File: config.mk
export PLATFORM = sky130hd
export DESIGN_NAME = msk_rnd_feeder
export DESIGN_NICKNAME = d
export VERILOG_FILES = /design/src/rtl/msk_rnd_pkg.sv /design/src/rtl/msk_lfsr32.sv /design/src/rtl/msk_rnd_feeder.sv
export SDC_FILE = /design/constraint.sdc
export NUM_CORES = 1
export LEC_CHECK = 0
export CAP_MARGIN = 5
export CORE_ASPECT_RATIO = 0.5
export CORE_UTILIZATION = 50
export CTS_CLUSTER_SIZE = 28
export DETAILED_ROUTE_END_ITERATION = 10
export PLACE_DENSITY = 0.77
export SYNTH_ARGS = -nofsm -noshare
export SYNTH_HDL_FRONTEND = slang
export SYNTH_HIERARCHICAL = 1
export SYNTH_SLANG_ARGS = --single-unit
File: constraint.sdc
create_clock -name clk -period 2.4 [get_ports clk]
set_clock_uncertainty 0.15 [all_clocks]
set_input_delay 0.48 -clock clk [delete_from_list [all_inputs] [get_ports clk]]
set_output_delay 0.48 -clock clk [all_outputs]
set_load 0.05 [all_outputs]
File: src/rtl/msk_rnd_pkg.sv
// msk_rnd_pkg: shared LFSR constants, feeder state encoding and step function
package msk_rnd_pkg;
    localparam int LFSR_W = 32;
    localparam logic [LFSR_W-1:0] LFSR_TAPS = 32'h80200003;
    typedef enum logic [1:0] {SEED, WARM, RUN} state_t;
    function automatic logic [LFSR_W-1:0] lfsr_step(input logic [LFSR_W-1:0] s);
        return s[0] ? (s >> 1) ^ LFSR_TAPS : s >> 1;
    endfunction
endpackage

File: src/rtl/msk_lfsr32.sv
// msk_lfsr32: one 32-bit Galois LFSR lane with parallel load
module msk_lfsr32
    import msk_rnd_pkg::*;
(
    input  logic              clk,
    input  logic              rst_n,
    input  logic              load,
    input  logic [LFSR_W-1:0] load_val,
    input  logic              step,
    output logic [LFSR_W-1:0] state
);
    always_ff @(posedge clk or negedge rst_n) begin
        if (!rst_n) state <= '0;
        else if (load) state <= load_val;
        else if (step) state <= lfsr_step(state);
    end
endmodule

File: src/rtl/msk_rnd_feeder.sv
// msk_rnd_feeder: seeded LFSR bank supplying masking randomness over a valid/enable port
module msk_rnd_feeder
    import msk_rnd_pkg::*;
#(
    parameter int d        = 2,
    parameter int RND_W    = d,
    parameter int WARM     = 64,
    parameter int RESEED_N = 0
) (
    input  logic             clk,
    input  logic             rst_n,
    input  logic [31:0]      seed_data,
    input  logic             seed_valid,
    output logic             seed_ready,
    input  logic             reseed,
    output logic [RND_W-1:0] rnd,
    output logic             rnd_valid,
    input  logic             rnd_en,
    output logic             reseed_due
);
    localparam int LANES = (RND_W + LFSR_W - 1) / LFSR_W;
    localparam int IDX_W = LANES > 1 ? $clog2(LANES) : 1;
    localparam int WC_W  = WARM > 0 ? $clog2(WARM + 1) : 1;
    localparam int DC_W  = RESEED_N > 0 ? $clog2(RESEED_N + 1) : 1;
    localparam logic [IDX_W-1:0] IDX_LAST  = IDX_W'(LANES - 1);
    localparam logic [WC_W-1:0]  WARM_LAST = WC_W'(WARM > 0 ? WARM - 1 : 0);
    localparam logic [DC_W-1:0]  DLV_LAST  = DC_W'(RESEED_N > 0 ? RESEED_N - 1 : 0);

    state_t                 state, state_d;
    logic [IDX_W-1:0]       idx, idx_d;
    logic [WC_W-1:0]        wcnt, wcnt_d;
    logic [DC_W-1:0]        dcnt, dcnt_d;
    logic                   load_ok, step, last_dlv;
    logic [LFSR_W-1:0]      seed_val;
    logic [LANES*LFSR_W-1:0] lanes;
    logic                   unused_hi;

    assign seed_ready = state == SEED;
    assign rnd_valid  = state == RUN;
    assign load_ok    = seed_ready && seed_valid && !reseed;
    assign step       = !reseed && (state == msk_rnd_pkg::WARM || (rnd_valid && rnd_en));
    assign last_dlv   = RESEED_N > 0 && dcnt == DLV_LAST;
    assign reseed_due = !reseed && rnd_valid && rnd_en && last_dlv;
    // A zero seed would lock the LFSR, so it is replaced by 1
    assign seed_val   = seed_data == '0 ? LFSR_W'(1) : seed_data;
    assign rnd        = lanes[RND_W-1:0];
    assign unused_hi  = ^lanes;

    always_ff @(posedge clk or negedge rst_n) begin
        if (!rst_n) begin
            state <= SEED;
            idx   <= '0;
            wcnt  <= '0;
            dcnt  <= '0;
        end else begin
            state <= state_d;
            idx   <= idx_d;
            wcnt  <= wcnt_d;
            dcnt  <= dcnt_d;
        end
    end

    always_comb begin
        state_d = state;
        idx_d   = idx;
        wcnt_d  = wcnt;
        dcnt_d  = dcnt;
        if (reseed) begin
            state_d = SEED;
            idx_d   = '0;
            wcnt_d  = '0;
            dcnt_d  = '0;
        end else begin
            case (state)
                SEED: if (seed_valid) begin
                    idx_d = idx == IDX_LAST ? '0 : idx + 1'b1;
                    if (idx == IDX_LAST) state_d = WARM > 0 ? msk_rnd_pkg::WARM : RUN;
                end
                msk_rnd_pkg::WARM: begin
                    wcnt_d = wcnt == WARM_LAST ? '0 : wcnt + 1'b1;
                    if (wcnt == WARM_LAST) state_d = RUN;
                end
                RUN: if (rnd_en) begin
                    dcnt_d = last_dlv ? '0 : (RESEED_N > 0 ? dcnt + 1'b1 : dcnt);
                    if (last_dlv) state_d = SEED;
                end
                default: state_d = SEED;
            endcase
        end
    end

    for (genvar i = 0; i < LANES; i++) begin : g_lane
        msk_lfsr32 u_lfsr (
            .clk     (clk),
            .rst_n   (rst_n),
            .load    (load_ok && idx == IDX_W'(i)),
            .load_val(seed_val),
            .step    (step),
            .state   (lanes[i*LFSR_W +: LFSR_W])
        );
    end
endmodule
==> flow_summary.html <==
<table>
<tr><th>Metric</th><th>Value</th></tr>
<tr><th colspan="2">Synth</th></tr>
<tr><td>Netlist Area Pre-Place</td><td>2190 um^2</td></tr>
<tr><td>Top cells by area in the synthesized netlist</td><td>dfrtp_1, mux2i_1, o21ai_1</td></tr>
<tr><td>Instance count of the mapped netlist</td><td>234</td></tr>
<tr><td>Unique cell type count in the Yosys netlist</td><td>36</td></tr>
<tr><td>Post-synthesis net count</td><td>272</td></tr>
<tr><td>Flop and latch count out of synthesis</td><td>41</td></tr>
<tr><td>Share of Yosys cell area claimed by the top area cell type</td><td>0.468</td></tr>
<tr><td>Cell taking the most area after synthesis</td><td>dfrtp_1</td></tr>
<tr><td>Proportion of register bits with asynchronous set or reset after synthesis</td><td>1.00</td></tr>
<tr><td>Number of warnings printed during yosys synthesis</td><td>6</td></tr>
<tr><td>Proportion of synthesized chip area in sequential cells</td><td>0.468</td></tr>
<tr><td>Main synth FF type</td><td>dfrtp_1</td></tr>
<tr><td>Post-Synthesis Mean Instance Area</td><td>9.36 um^2</td></tr>
<tr><td>Number of synthesized flops with an enable pin</td><td>0</td></tr>
<tr><th colspan="2">Setup path</th></tr>
<tr><td>Category of the worst setup path capture point</td><td>output pin</td></tr>
<tr><td>End of the worst register-to-register path</td><td>g_lane[0].u_lfsr/state[28]</td></tr>
<tr><td>Critical path data required time</td><td>1.77 ns</td></tr>
<tr><td>Worst Setup Path Type</td><td>register to output pin</td></tr>
<tr><td>Biggest fanout along the worst timing path</td><td>5</td></tr>
<tr><td>Worst path cell trace</td><td>nor2_1, clkdlybuf4s50_1</td></tr>
<tr><td>Worst R2R Setup Slack</td><td>0.44 ns</td></tr>
<tr><td>Signal arrival time at the worst endpoint</td><td>1.63 ns</td></tr>
<tr><td>Slowest library cell on the worst path</td><td>clkdlybuf4s50_1</td></tr>
<tr><td>Critical path startpoint category</td><td>register</td></tr>
<tr><td>Worst path top cell family by delay</td><td>buffers and inverters</td></tr>
<tr><td>Reg2Reg Depth</td><td>5</td></tr>
<tr><td>Startpoint of the lowest-slack register-to-register path</td><td>state[1]</td></tr>
<tr><td>WP buf/inv</td><td>1</td></tr>
<tr><td>Largest incremental delay on the critical path</td><td>0.81 ns</td></tr>
<tr><th colspan="2">STA</th></tr>
<tr><td>Worst setup margin</td><td>0.143 ns</td></tr>
<tr><td>Number of setup violations in the final report</td><td>0</td></tr>
<tr><td>Fin. max-slew vios</td><td>0</td></tr>
<tr><td>Final period util</td><td>0.941</td></tr>
<tr><td>Max Clock Freq</td><td>443 MHz</td></tr>
<tr><td>Unrepaired setup endpoints after global routing</td><td>no</td></tr>
<tr><td>Setup total negative slack</td><td>0 ns</td></tr>
<tr><td>Least-Margin Pin Slew</td><td>0.518 ns</td></tr>
<tr><td>Shortest clock period the worst path allows after layout</td><td>2.26 ns</td></tr>
<tr><td>Slew HR</td><td>0.654</td></tr>
<tr><td>Final Hold Violating Endpoints</td><td>0</td></tr>
<tr><th colspan="2">Finish</th></tr>
<tr><td>Antenna diode count</td><td>0</td></tr>
<tr><td>Fraction of final layout cells with drive strength greater than 1</td><td>0.0820</td></tr>
<tr><td>Number of non-filler instances in the completed layout</td><td>298</td></tr>
<tr><td>Area added between synthesis and finish</td><td>21.0%</td></tr>
<tr><td>Post-route core utilization</td><td>0.656</td></tr>
<tr><td>Number of nets in the final layout</td><td>281</td></tr>
<tr><th colspan="2">Global routing</th></tr>
<tr><td>Remaining Overflow, GRT</td><td>0</td></tr>
<tr><td>First-pass GRT wire length</td><td>7.21 mm</td></tr>
<tr><td>Vias in the first global route</td><td>1581</td></tr>
<tr><td>All-Layer GR Usage</td><td>0.205</td></tr>
<tr><td>Maximum number of pins on one net before global-route repair</td><td>42</td></tr>
<tr><td>Initial antenna violation count</td><td>0</td></tr>
<tr><th colspan="2">Outcome</th></tr>
<tr><td>Run status</td><td>completed</td></tr>
<tr><th colspan="2">Die</th></tr>
<tr><td>Rows</td><td>16</td></tr>
<tr><td>Initial cell density of the core</td><td>0.542</td></tr>
<tr><td>Core area</td><td>4040 um^2</td></tr>
<tr><td>Die outline height</td><td>48.8 um</td></tr>
<tr><td>Die area</td><td>4670 um^2</td></tr>
<tr><td>Horizontal die dimension</td><td>95.6 um</td></tr>
<tr><td>Num ports</td><td>42</td></tr>
<tr><th colspan="2">Power and ir drop</th></tr>
<tr><td>Total power density per cell area</td><td>757 nW/um^2</td></tr>
<tr><td>Maximum VDD drop</td><td>0.347 mV</td></tr>
<tr><td>LEAKAGE</td><td>0.00102 uW</td></tr>
<tr><th colspan="2">Detailed routing</th></tr>
<tr><td>Wire length reported by the detailed router</td><td>4.24 mm</td></tr>
<tr><td>Detail-routed via count per cell</td><td>5.39</td></tr>
<tr><td>Final ANT Viol Nets</td><td>0</td></tr>
<tr><td>Drt wl/cell</td><td>14.2 um</td></tr>
<tr><td>Remaining design rule violation count</td><td>0</td></tr>
<tr><td>First drt pass iteration count</td><td>4</td></tr>
<tr><td>Initial drt markers</td><td>41</td></tr>
<tr><td>Total number of vias</td><td>1606</td></tr>
<tr><th colspan="2">CTS</th></tr>
<tr><td>Insertion delay to the later sink of the worst-skew pair</td><td>0.30 ns</td></tr>
<tr><td>Root buf cell</td><td>clkbuf_8</td></tr>
<tr><td>CTS buffer count</td><td>5</td></tr>
<tr><td>Largest buffer count on any clock path</td><td>2</td></tr>
<tr><td>Clock slew seen by the registers of the worst setup and hold paths</td><td>0.09 ns</td></tr>
<tr><td>Number of hold-repair buffers added at the cts stage</td><td>0</td></tr>
<tr><td>Number of cells upsized or downsized after cts</td><td>0</td></tr>
<tr><td>Post-CTS setup repair buffer count</td><td>0</td></tr>
<tr><td>TritonCTS clock tree</td><td>built</td></tr>
<tr><td>H-tree level count</td><td>2</td></tr>
<tr><td>Number of sinks driven by the clock tree</td><td>41</td></tr>
<tr><th colspan="2">Placed design</th></tr>
<tr><td>Half-perimeter wire length after detailed placement</td><td>3.03 mm</td></tr>
<tr><td>DP Cell Count</td><td>290</td></tr>
<tr><td>RD Place Congestion</td><td>0.809</td></tr>
<tr><td>Placement-stage worst setup slack</td><td>0.205 ns</td></tr>
<tr><td>IO buf count</td><td>40</td></tr>
<tr><th colspan="2">Run</th></tr>
<tr><td>Number of violations of the max-capacitance limit</td><td>0</td></tr>
<tr><th colspan="2">Hold path</th></tr>
<tr><td>Tightest Hold Check Type</td><td>input pin to asynchronous set/reset pin</td></tr>
</table>
==> power by group <==
part | leakage (uW) | switching, uW | internal (uW)
Combinational | 0.000449 | 239 | 244
Sequential | 0.000521 | 113 | 853
Clock | 0.0000543 | 247 | 311
==> cell usage after synthesis (2+ instances only) <==
cell type  instances
a21oi_1            2
a31oi_1            2
buf_2              6
buf_4              2
buf_6              3
clkbuf_1          33
dfrtp_1           41
mux2i_1           30
nand2_1           36
nand2b_1           2
nand3_1            3
nand3b_1           3
nand4_1            2
nor2_1             3
nor2b_1            2
nor3_1             2
nor4_1             8
o211ai_1           3
o21ai_1           29
o21bai_1           3
or3_1              2
or3b_1             2
xnor2_1            2
==> how the worst max path moves through the flow <==
stage	slack, ns	end	startpoint	depth (start not counted)
6_report	0.14	seed_ready	state[0]	2
3_5_place_dp	0.20	g_lane[0].u_lfsr/state[21]	reseed	6
4_1_cts	0.12	seed_ready	state[0]	2
2_1_floorplan	0.05	g_lane[0].u_lfsr/state[0]	state[0]	7
5_1_grt	0.08	seed_ready	state[0]	2
3_3_place_gp	0.26	g_lane[0].u_lfsr/state[1]	reseed	6
==> layout make-up <==
type | instances | area, um^2
clock buffer | 5 | 68.8
multi-input combinational | 148 | 960
clock inverter | 3 | 46.3
sequential | 41 | 1030
tap | 54 | 67.6
timing repair buffer | 47 | 483
fill | 325 | 1390
==> flip-flops by register name (all words and copies together) (netlist names) <==
register / count
state: 2
g_lane.u_lfsr/state: 32
wcnt: 7
==> placed cells by master, fill, tap and decap left out, types with 2 or more instances in the layout <==
cell type	n
nand3_1	3
buf_12	3
clkbuf_8	5
nor3_1	2
or3_1	2
nand2b_1	2
mux2i_1	30
a31oi_1	2
nand2_1	36
o21bai_1	3
dfrtp_1	41
nor4_1	8
o211ai_1	3
xnor2_1	2
nor2_1	3
nor2b_1	2
nand4_1	2
o21ai_1	29
or3b_1	2
clkdlybuf4s50_1	38
buf_4	5
nand3b_1	3
==> layer usage <==
metal  vias up  share of wire  track usage
met3         2          0.038       0.0514
li1        805              -            -
met1       776           0.49        0.278
met2        23           0.46        0.323
met5         -              0            0
met4         0         0.0045       0.0672
==> through the flow <==
step | total power [uW] | hold WS (ns) | instance area (um^2)
after floorplan | 1290 | 0.0344 | 2190
after global placement | 1440 | 0.352 | 2540
after detailed placement | 1460 | 0.357 | 2540
after CTS | 2030 | 0.0997 | 2650
after global routing | 2120 | 0.124 | 2650
final | 2010 | 0.0904 | 2650
==> kinds of logic after synthesis <==
family                     share of synthesized area
muxes                                          0.137
AOI/OAI and AO/OA                              0.116
xor gates and xnor gates                      0.0120
other                                        0.00171
adders and majority gates                    0.00571
buffers and inverters                          0.102
DFF                                            0.468
and+or+nand+nor                                0.158
(Power assumes the default switching activity.)
